--- src/rtl/fmmot_capture_ctrl_pkg.sv ---
// Shared types and sizing helpers for the FM-MOT capture/readout sequencer.
package fmmot_capture_ctrl_pkg;

  typedef enum logic [1:0] {
    ST_IDLE    = 2'd0,
    ST_ARMED   = 2'd1,
    ST_CAPTURE = 2'd2,
    ST_DONE    = 2'd3
  } state_t;

  localparam int unsigned DEF_MEMSIZE = 1024;
  localparam int unsigned DEF_SIGSIZE = 16;

  // Buffer address width for a power-of-two depth.
  function automatic int unsigned addr_width(input int unsigned depth);
    return $clog2(depth);
  endfunction

  localparam int unsigned DEF_ADDRWIDTH = addr_width(DEF_MEMSIZE);

endpackage

--- src/rtl/fmmot_rd_pipe.sv ---
// Three-stage read pipeline: request -> RAM address -> RAM data -> dout/rd_valid.
module fmmot_rd_pipe #(
  parameter int unsigned SIGSIZE = 16
) (
  input  logic               clk,
  input  logic               rst,
  input  logic               req,
  input  logic               last,
  input  logic [SIGSIZE-1:0] rd0,
  input  logic [SIGSIZE-1:0] rd1,
  output logic               busy,
  output logic               rd_valid,
  output logic               rd_last,
  output logic [SIGSIZE-1:0] dout0,
  output logic [SIGSIZE-1:0] dout1
);

  logic p1_q;
  logic p2_q;
  logic l1_q;
  logic l2_q;

  // busy covers the address and data stages; it drops as rd_valid rises.
  always_ff @(posedge clk) begin
    if (rst) begin
      p1_q     <= 1'b0;
      p2_q     <= 1'b0;
      l1_q     <= 1'b0;
      l2_q     <= 1'b0;
      busy     <= 1'b0;
      rd_valid <= 1'b0;
      rd_last  <= 1'b0;
      dout0    <= '0;
      dout1    <= '0;
    end else begin
      p1_q     <= req;
      p2_q     <= p1_q;
      l1_q     <= last;
      l2_q     <= l1_q;
      busy     <= req || p1_q;
      rd_valid <= p2_q;
      rd_last  <= p2_q && l2_q;
      if (p2_q) begin
        dout0 <= rd0;
        dout1 <= rd1;
      end
    end
  end

endmodule

--- src/rtl/fmmot_capture_ctrl.sv ---
// Capture/readout sequencer: gates FM-MOT strobes into the dual buffers and
// replays the frozen record oldest-first, one pair per request.
module fmmot_capture_ctrl
  import fmmot_capture_ctrl_pkg::*;
#(
  parameter int unsigned MEMSIZE   = DEF_MEMSIZE,
  parameter int unsigned SIGSIZE   = DEF_SIGSIZE,
  parameter int unsigned ADDRWIDTH = addr_width(MEMSIZE)
) (
  input  logic                 clk,
  input  logic                 rst,
  input  logic                 arm,
  input  logic                 cont,
  input  logic                 trig,
  input  logic                 stop,
  input  logic                 stb,
  input  logic [SIGSIZE-1:0]   in0,
  input  logic [SIGSIZE-1:0]   in1,
  output logic                 we,
  output logic [ADDRWIDTH-1:0] waddr,
  output logic [SIGSIZE-1:0]   wd0,
  output logic [SIGSIZE-1:0]   wd1,
  output logic [ADDRWIDTH-1:0] raddr,
  input  logic [SIGSIZE-1:0]   rd0,
  input  logic [SIGSIZE-1:0]   rd1,
  input  logic                 rd_req,
  output logic                 rd_valid,
  output logic [SIGSIZE-1:0]   dout0,
  output logic [SIGSIZE-1:0]   dout1,
  output logic                 rd_last,
  output logic                 busy,
  output logic [1:0]           state,
  output logic [ADDRWIDTH:0]   count
);

  localparam int unsigned CW = ADDRWIDTH + 1;
  localparam logic [CW-1:0] FULL = CW'(MEMSIZE);
  localparam logic [ADDRWIDTH-1:0] ADDR_MAX = ADDRWIDTH'(MEMSIZE - 1);

  state_t               st_q;
  logic                 cont_q;
  logic                 wrapped_q;
  logic [ADDRWIDTH-1:0] rdptr_q;

  logic                 capture_c;
  logic                 accept_c;
  logic                 last_c;
  logic                 wrap_nxt_c;
  logic [ADDRWIDTH-1:0] waddr_nxt_c;
  logic [ADDRWIDTH-1:0] oldest_c;

  // waddr holds the write address while we is high and steps at the commit edge,
  // so after capture it already points at the oldest slot of a wrapped ring.
  always_comb begin
    capture_c   = stb && ((st_q == ST_CAPTURE) || ((st_q == ST_ARMED) && trig));
    waddr_nxt_c = we ? waddr + ADDRWIDTH'(1) : waddr;
    wrap_nxt_c  = wrapped_q || (we && cont_q && (waddr == ADDR_MAX));
    oldest_c    = wrap_nxt_c ? waddr_nxt_c : '0;
    accept_c    = (st_q == ST_DONE) && rd_req && !busy && (count != '0);
    last_c      = (CW'(rdptr_q) == (count - CW'(1)));
  end

  always_ff @(posedge clk) begin
    if (rst) begin
      st_q      <= ST_IDLE;
      cont_q    <= 1'b0;
      wrapped_q <= 1'b0;
      rdptr_q   <= '0;
      count     <= '0;
      waddr     <= '0;
      we        <= 1'b0;
      wd0       <= '0;
      wd1       <= '0;
      raddr     <= '0;
    end else begin
      we        <= capture_c;
      waddr     <= waddr_nxt_c;
      wrapped_q <= wrap_nxt_c;
      if (capture_c) begin
        wd0 <= in0;
        wd1 <= in1;
        if (count != FULL) begin
          count <= count + CW'(1);
        end
      end
      if (accept_c) begin
        raddr   <= oldest_c + rdptr_q;
        rdptr_q <= last_c ? '0 : rdptr_q + ADDRWIDTH'(1);
      end
      case (st_q)
        ST_IDLE, ST_DONE: begin
          if (arm) begin
            st_q      <= ST_ARMED;
            cont_q    <= cont;
            count     <= '0;
            waddr     <= '0;
            wrapped_q <= 1'b0;
            rdptr_q   <= '0;
          end
        end
        ST_ARMED: begin
          if (trig) begin
            st_q <= ST_CAPTURE;
          end
        end
        ST_CAPTURE: begin
          // The filling strobe of a one-shot is still written on the way to DONE.
          if (capture_c && !cont_q && (count == (FULL - CW'(1)))) begin
            st_q <= ST_DONE;
          end else if (cont_q && stop) begin
            st_q <= ST_DONE;
          end
        end
        default: st_q <= ST_IDLE;
      endcase
    end
  end

  assign state = st_q;

  fmmot_rd_pipe #(
    .SIGSIZE(SIGSIZE)
  ) u_rd_pipe (
    .clk      (clk),
    .rst      (rst),
    .req      (accept_c),
    .last     (last_c),
    .rd0      (rd0),
    .rd1      (rd1),
    .busy     (busy),
    .rd_valid (rd_valid),
    .rd_last  (rd_last),
    .dout0    (dout0),
    .dout1    (dout1)
  );

endmodule
--- config.mk ---
export PLATFORM = sky130hd
export DESIGN_NAME = fmmot_capture_ctrl
export DESIGN_NICKNAME = d
export VERILOG_FILES = /design/src/rtl/fmmot_capture_ctrl_pkg.sv /design/src/rtl/fmmot_rd_pipe.sv /design/src/rtl/fmmot_capture_ctrl.sv
export SDC_FILE = /design/constraint.sdc
export NUM_CORES = 1
export LEC_CHECK = 0
export CORE_ASPECT_RATIO = 0.8
export CORE_MARGIN = 3
export CORE_UTILIZATION = 40
export CTS_BUF_LIST = sky130_fd_sc_hd__clkbuf_8
export DETAILED_ROUTE_END_ITERATION = 16
export PLACE_DENSITY = 0.71
export SYNTH_ARGS = -nofsm -noshare
export SYNTH_HDL_FRONTEND = slang
export SYNTH_HIERARCHICAL = 1
export SYNTH_SLANG_ARGS = --single-unit
--- constraint.sdc ---
create_clock -name clk -period 3.25 [get_ports clk]
set_clock_uncertainty 0.15 [all_clocks]
set_input_delay 0.4875 -clock clk [delete_from_list [all_inputs] [get_ports clk]]
set_output_delay 0.4875 -clock clk [all_outputs]
set_load 0.01 [all_outputs]
# Word level (Yosys, flattened, before mapping)
# Cells that the tools add are included.
# word_totals
regBits	117
input_bits	72
output_inout_bits	101
# classes
n_addsub	5
n_eq_ne	10
mux	19
n_reduce_logical	21
# ops
operator	n
10-bit 2-to-1 mux	8
11-bit 2-to-1 mux	4
10-bit by 1-bit adder with 10-bit output, second input constant	2
11-bit by 1-bit adder with 11-bit output, second input constant	1
10-bit by 11-bit equality test with 1-bit output	1
11-bit by 10-bit equality test with 1-bit output, second input constant	1
1-bit logical AND	11
11-bit != test, second input constant	1
11-bit nonzero test	1
11-bit by 1-bit subtractor with 11-bit output, second input constant	1
10-bit adder	1
10-bit equality test, second input constant	1
2-bit 2-to-1 mux	4
2-bit one-hot mux with 3 select lines	1
2-bit equality test, second input constant	2
2-bit != test, second input constant	2
1-bit logical OR	3
3-bit by 1-bit != test with 1-bit output, second input constant	1
3-bit AND reduction	1
2-bit by 1-bit equality test with 1-bit output, second input constant	1
1-bit zero test	2
2-bit zero test	1
1-bit 2-to-1 mux	2
2-bit AND reduction	1
2-bit OR reduction	1

# Longest topological paths before layout
# Gate-level depths: netlist of the first run.
# logic_depth
ltp_word	8
mapped_depth	13

# By module
# Netlist of the first run, hierarchy kept.
# modules_own_cells
mod	n_inst	cells_per_inst	area_each_um2
fmmot_capture_ctrl	1	492	3941.3
fmmot_rd_pipe	1	119	1360.1

# Worst setup path after synthesis of the first run
# OpenSTA, ideal clock, no wires.
# synth_path
path_type	register to register
from	reg waddr[0]
to	reg raddr[9]
t_arrival_ns	2.761
t_required_ns	3.014
slack_ns	0.254
stages_incl_launch_ff	13
synth_period_minus_slack_ns	2.996
path_cell_list	dfxtp_1 ha_1 and4_1 a41oi_2 or2_2 inv_1 ha_1 a211o_1 a21oi_1 a21oi_1 a31oi_1 xnor2_1 a211oi_1
# synth_between
elab_chain_len	5
# synth_lines
element	line	source
start, declared	fmmot_capture_ctrl.sv:20	output logic [ADDRWIDTH-1:0] waddr,
start signal, assigned	fmmot_capture_ctrl.sv:77	waddr <= waddr_nxt_c;
parallel branches: the longest is 3 deep, another holds 10-bit by 1-bit adder with 10-bit output	--	
10-bit 2-to-1 mux (*)	fmmot_capture_ctrl.sv:58	oldest_c = wrap_nxt_c ? waddr_nxt_c : '0;
10-bit adder (*)	fmmot_capture_ctrl.sv:87	raddr <= oldest_c + rdptr_q;
end signal, assigned	fmmot_capture_ctrl.sv:87	
end, declared	fmmot_capture_ctrl.sv:23	output logic [ADDRWIDTH-1:0] raddr,
# Every way passes the cells marked *.
# A chain may end at the register's enable or synchronous reset.

# Worst setup path after layout of the first run
# layout_path
from	reg waddr[0]
to	reg raddr[6]
# The elaborated chain is that of the path after synthesis.

==> results of run 1 <==
[synth_stat cells, types with 3 or more instances]
cell / n / area (µm²)
and2_1: 5 / 31.28
nand3b_1: 5 / 37.54
or4_1: 3 / 22.52
a21oi_1: 46 / 230.2
a21o_1: 5 / 37.54
a211oi_1: 7 / 52.55
nor3_1: 11 / 55.05
nand4_1: 9 / 56.30
a31o_2: 3 / 26.28
and3_1: 5 / 31.28
buf_6: 3 / 33.78
nand2b_1: 3 / 18.77
buf_2: 6 / 30.03
inv_1: 13 / 48.80
xor2_1: 23 / 201.4
or2_2: 3 / 18.77
ha_1: 16 / 200.2
nor2_1: 87 / 326.6
mux2i_1: 34 / 340.3
dfxtp_1: 117 / 2342
buf_12: 3 / 60.06
xnor2_1: 20 / 175.2
a31oi_1: 4 / 25.02
nor2b_1: 6 / 37.54
nor4_1: 3 / 18.77
clkbuf_1: 22 / 82.58
or3_1: 5 / 31.28
o21ai_0: 4 / 20.02
and4_1: 3 / 26.28
nand3_1: 15 / 75.07
nand2_1: 94 / 352.8
[worst paths after layout]
| path | depth (start not counted) | endpoint | slack [ns] | from |
|---|---|---|---|---|
| min | 1 | u_rd_pipe/rd_last | 0.27 | u_rd_pipe/l2_q |
| max | 14 | raddr[6] | 0.27 | waddr[0] |
| min reg2reg | 1 | u_rd_pipe/rd_last | 0.27 | u_rd_pipe/l2_q |
| max reg2reg | 14 | raddr[6] | 0.27 | waddr[0] |
[area by class of cell]
cell class | instances | area share
multi-input cells | 445 | 0.3566
flip-flops and latches | 117 | 0.3102
repair buffers | 180 | 0.2349
clock buffers | 18 | 0.03276
clock inverters | 14 | 0.03077
well taps | 171 | 0.02829
inverters | 13 | 0.006453
[worst reg2reg max path, cell delays in order (launching register included)]
cell      delay [ns]
dfxtp_2         0.37
ha_1            0.17
and4_1          0.26
a41oi_2         0.13
buf_4           0.18
nor2_1          0.14
ha_1            0.22
inv_1           0.07
fa_1            0.40
nor2b_1         0.12
o21ai_0         0.12
a21o_1          0.22
nand3b_1        0.10
xnor2_1         0.07
o31ai_1         0.18
[kinds of logic (layout without fill, tap and decap cells)]
| family | after synthesis | after routing | synth area share |
|---|---|---|---|
| AND/OR/NAND/NOR | 263 | 263 | 0.2261 |
| multiplexers | 34 | 34 | 0.06420 |
| AO/OA/AOI/OAI | 88 | 88 | 0.1057 |
| XOR/XNOR | 43 | 43 | 0.07104 |
| flip-flops | 117 | 117 | 0.4418 |
| buffers and inverters | 49 | 225 | 0.04956 |
| adder cells (fa/ha/maj) | 17 | 17 | 0.04154 |
[sequential cells by signal (all words and copies together), names as in the netlist, 2 cells and up]
name             flops
wd0                 16
count               11
rdptr_q             10
raddr               10
wd1                 16
state                2
waddr               10
u_rd_pipe/dout1     16
u_rd_pipe/dout0     16
[per-stage QoR]
step	utilization	area [µm²]	cells	power, mW
6_report	0.6018	7562	958	3.896
3_3_place_gp	0.5633	7079	926	2.294
2_1_floorplan	-	5301	611	1.973
5_1_grt	0.6018	7562	958	4.083
3_5_place_dp	0.5633	7079	926	2.317
4_1_cts	0.6016	7560	958	3.934
[power breakdown]
part | internal [mW] | total, mW | leakage [nW] | switching, mW
Combinational | 0.345 | 0.717 | 1.55 | 0.371
Clock | 1.01 | 1.61 | 0.238 | 0.605
Sequential | 1.51 | 1.57 | 0.947 | 0.0537
[layer usage]
layer / vias to the layer above / part of all wire / global-route usage
met5: - / 0 / 0
met1: 2269 / 0.47 / 0.2578
met4: 0 / 0.011 / 0.05378
li1: 2386 / - / -
met3: 15 / 0.071 / 0.05858
met2: 159 / 0.45 / 0.3098
==> impl_metrics.toml, run 1 <==
[run_status]
status = "complete, no violations"

[setup_path]
timing.critical_path.mode_cell = "ha_1"
worstSetupStartpointType = "register"
crit_buf_inv = 2
crit_chain = "ha_1, and4_1, a41oi_2, buf_4, nor2_1, ha_1, inv_1, fa_1, nor2b_1, o21ai_0, a21o_1, nand3b_1, xnor2_1, o31ai_1"
critPathRequiredTime_ns = 3.43
cp_data_arrival_time_ns = 3.17
end_kind = "register"
slowest_delay_ns = 0.40
crit_family = "adder cells"
crit_type = "reg2reg"
cp_slowest_cell = "fa_1"
cp_max_fo = 9

[hold_path]
min_path_type = "reg2reg"

[clock_tree]
cts_setup_buffers = 0
worstSkewPairLatency_ns = 0.42
cts_inserted_buffers = 17
cts.clk_slew.worst_paths_ns = 0.07
clock_path_buffers = 2
cts_tree = "yes"
clock-sinks = 117
clockRootBuffer = "clkbuf_8"
cts_htree_levels = 4
cts_resized = 0
holdBufCountCts = 0

[detailed_routing]
drt_wl_total_mm = 14.69
wl_per_cell_um = 15.34
drc_errors = 0
firstDrtPassIters = 4
antenna_left = 0
vias = 4829
drt_iter0_markers = 291
vias_per_cell = 5.041

[timing]
finalCritPeriodShare = 0.9177
holdWs_ns = 0.2720
worst_slew_pin_slew_ns = 0.9796
slew_violations = 0
fin_ws_ns = 0.2674
setup_viol = 0
fmax_ghz = 0.3353
rsz0062_at_grt = "no"
fin_crit_ns = 2.983
setup_tns_ns = 0
final_hold_viol_count = 0
slew_headroom = 0.3469

[layout]
final_common_cell = "clkdlybuf4s50_1"
drive_gt1_frac = 0.07116
n_fill_cell = 1105
syn_to_final_growth_pct = 42.65
diodes = 0
finalNetCount = 863
layout_common_cells = "clkdlybuf4s50_1, dfxtp_1, nand2_1, nor2_1, a21oi_1"
multi_input_area_um2 = 2696
seqCellArea_um2 = 2346

[global_routing]
antenna_found_initial = 0
grt_overflow_total = 0
grt_usage = 0.1945
grt_max_degree = 65
grt_pass1_vias = 4528
grt_pass1_wl_mm = 23.02

[yosys]
synth_edf_count = 0
avgSynthCellArea_um2 = 8.676
synth_flop_cell = "dfxtp_1"
ys_ff_latch = 117
synth_nets = 700
yosysUniqueCellTypes = 53
ys_async_sr_fraction = 0
synthCells = 611
syn_area_um2 = 5301
ys_warn_count = 6
ys_seq_area_frac = 0.4418

[placement]
pre_cts_ws_ns = 0.2586
io_buffers = 172
gp_congestion = 0.8437
dp_hpwl_mm = 10.74

[die]
die_x_um = 134.7
start_util = 0.4218
io_pins = 173
core_area_um2 = 12570
die_area_um2 = 14680
die_h_um = 109.0
std_cell_rows = 36

[power_and_ir_drop]
leakagePower_nw = 2.737
power_density_nw_per_um2 = 515.2
peakVddDrop_mv = 0.2429

[job]
drv_cap = 0
(Power assumes the default switching activity.)
==> run 2, diff against run 1 <==
CORE_MARGIN = default   (was 3)
CORE_UTILIZATION = 26   (was 40)
PLACE_DENSITY = default   (was 0.71)
clock period = 2.7 ns   (was 3.25 ns; I/O delays follow)
==> run 2 against run 1 <==
Effect of this change: core utilization down 20 points; routed wire length up 3.0%; via count up 0.10%; clock-buffer cell count down 1; non-clock buffer count up 35; global-route usage down 4.9 points; sequential cell count unchanged; worst setup slack worse by 0.26 ns; sequential power up 20%; fmax up 11%; die area up 43%; critical path type unchanged.
==> impl_metrics.toml, run 2 (synthesized netlist as in run 1, its figures left out) <==
[run_status]
status = "complete, no violations"

[layout]
final_common_cell = "clkdlybuf4s50_1"
layout_common_cells = "clkdlybuf4s50_1, dfxtp_1, nand2_1, nor2_1, a21oi_1"
n_fill_cell = 2069
drive_gt1_frac = 0.1350
diodes = 0
syn_to_final_growth_pct = 51.26
fin_util = 0.4027
finalNetCount = 898

[timing]
fmax_ghz = 0.3718
slew_violations = 0
slew_headroom = 0.6541
setup_tns_ns = 0
fin_ws_ns = 0.01044
rsz0062_at_grt = "yes"
setup_viol = 0
fin_crit_ns = 2.690
final_hold_viol_count = 0
finalCritPeriodShare = 0.9961
worst_slew_pin_slew_ns = 0.5189

[clock_tree]
cts.clk_slew.worst_paths_ns = 0.08
clockRootBuffer = "clkbuf_8"
clock_path_buffers = 2
cts_tree = "yes"
clock-sinks = 117
holdBufCountCts = 0
worstSkewPairLatency_ns = 0.44
cts_inserted_buffers = 17
cts_htree_levels = 4

[global_routing]
grt_max_degree = 89
antenna_found_initial = 0
grt_usage = 0.1453
grt_pass1_wl_mm = 24.06
grt_pass1_vias = 4648
grt_overflow_total = 0

[die]
core_area_um2 = 19910
die_h_um = 129.7
start_util = 0.2662
die_x_um = 161.6
std_cell_rows = 46
io_pins = 173
die_area_um2 = 20970

[detailed_routing]
wl_per_cell_um = 13.94
vias_per_cell = 4.451
vias = 4834
firstDrtPassIters = 4
drc_errors = 0
antenna_left = 0
drt_wl_total_mm = 15.14
drt_iter0_markers = 205

[placement]
pre_cts_ws_ns = -0.06490
io_buffers = 172
dp_hpwl_mm = 10.86
gp_congestion = 0.8222

[power_and_ir_drop]
p_int_mw = 3.288
switchingPower_mw = 1.343
peakVddDrop_mv = 0.2581
leakagePower_nw = 2.899
p_clk_frac = 0.401
p_sw_frac = 0.2900
power_density_nw_per_um2 = 577.5
total_power_mw = 4.631
pwr-share-seq = 0.405
power.share.combinational = 0.194

[setup_path]
cp_slowest_cell = "or4_4"
crit_chain = "ha_4, and4_4, a41oi_4, nor2_1, ha_1, or4_4, o21ai_2, a21oi_2, a31oi_1, xnor2_1, a211oi_1"
end_kind = "register"
crit_buf_inv = 0
slowest_delay_ns = 0.53
critPathRequiredTime_ns = 2.90
crit_type = "reg2reg"
worstSetupStartpointType = "register"
crit_family = "simple AND/OR/NAND/NOR gates"
cp_max_fo = 7
cp_data_arrival_time_ns = 2.88

[hold_path]
min_path_type = "reg2reg"

[job]
drv_cap = 0
-- run 2: per-stage QoR --
stage,hold slack (ns),cell area [µm²],instances
3_5_place_dp,0.2715,7497,1051
2_1_floorplan,0.2557,5350,611
3_3_place_gp,0.2635,7497,1051
5_1_grt,0.3018,8019,1086
4_1_cts,0.2859,7974,1086
6_report,0.2881,8019,1086
-- run 2: cell type report --
| cell class | instances | area (µm²) | share of cell area |
|---|---|---|---|
| multi-input cells | 445 | 2783 | 0.3470 |
| well taps | 264 | 330.3 | 0.04119 |
| inverters | 13 | 48.80 | 0.006085 |
| flip-flops and latches | 117 | 2352 | 0.2933 |
| repair buffers | 215 | 2056 | 0.2564 |
| clock buffers | 17 | 234.0 | 0.02918 |
| clock inverters | 15 | 215.2 | 0.02684 |
-- run 2: metal layers --
layer | vias up | track usage | part of all wire
met2 | 136 | 0.2236 | 0.42
met3 | 13 | 0.04545 | 0.074
li1 | 2460 | - | -
met4 | 0 | 0.04495 | 0.011
met1 | 2225 | 0.1943 | 0.49
met5 | - | 0 | 0
-- run 2: what timing repair did --
| action | CTS | global route |
|---|---|---|
| endpoints found under the hold margin | 0 | 0 |
| endpoints found under the setup margin | 3 | 7 |
| buffers inserted | 3 | 0 |
| gates resized for setup | 3 | 11 |
| pin swaps | 11 | 4 |
-- run 2: power by group through the flow --
stage               clock (mW)  sequential, mW  combinational (mW)
floorplan                    0            1.96               0.417
finish                    1.86            1.88               0.898
CTS                       1.93            1.88               0.911
global placement             0            1.91               0.908
detailed placement           0            1.92               0.906
global route              2.01            1.89               0.998
-- run 2: worst paths after layout --
check | end | cells after the start | slack [ns] | from
max | raddr[9] | 11 | 0.01 | waddr[1]
min | u_rd_pipe/rd_last | 1 | 0.29 | u_rd_pipe/l2_q
max reg2reg | raddr[9] | 11 | 0.01 | waddr[1]
min reg2reg | u_rd_pipe/rd_last | 1 | 0.29 | u_rd_pipe/l2_q
==> run 3, diff against run 2 <==
GPL_TIMING_DRIVEN = 1   (was default)
==> results of run 3 <==
No change in the layout: final DEF, timing and power equal those of run 2.
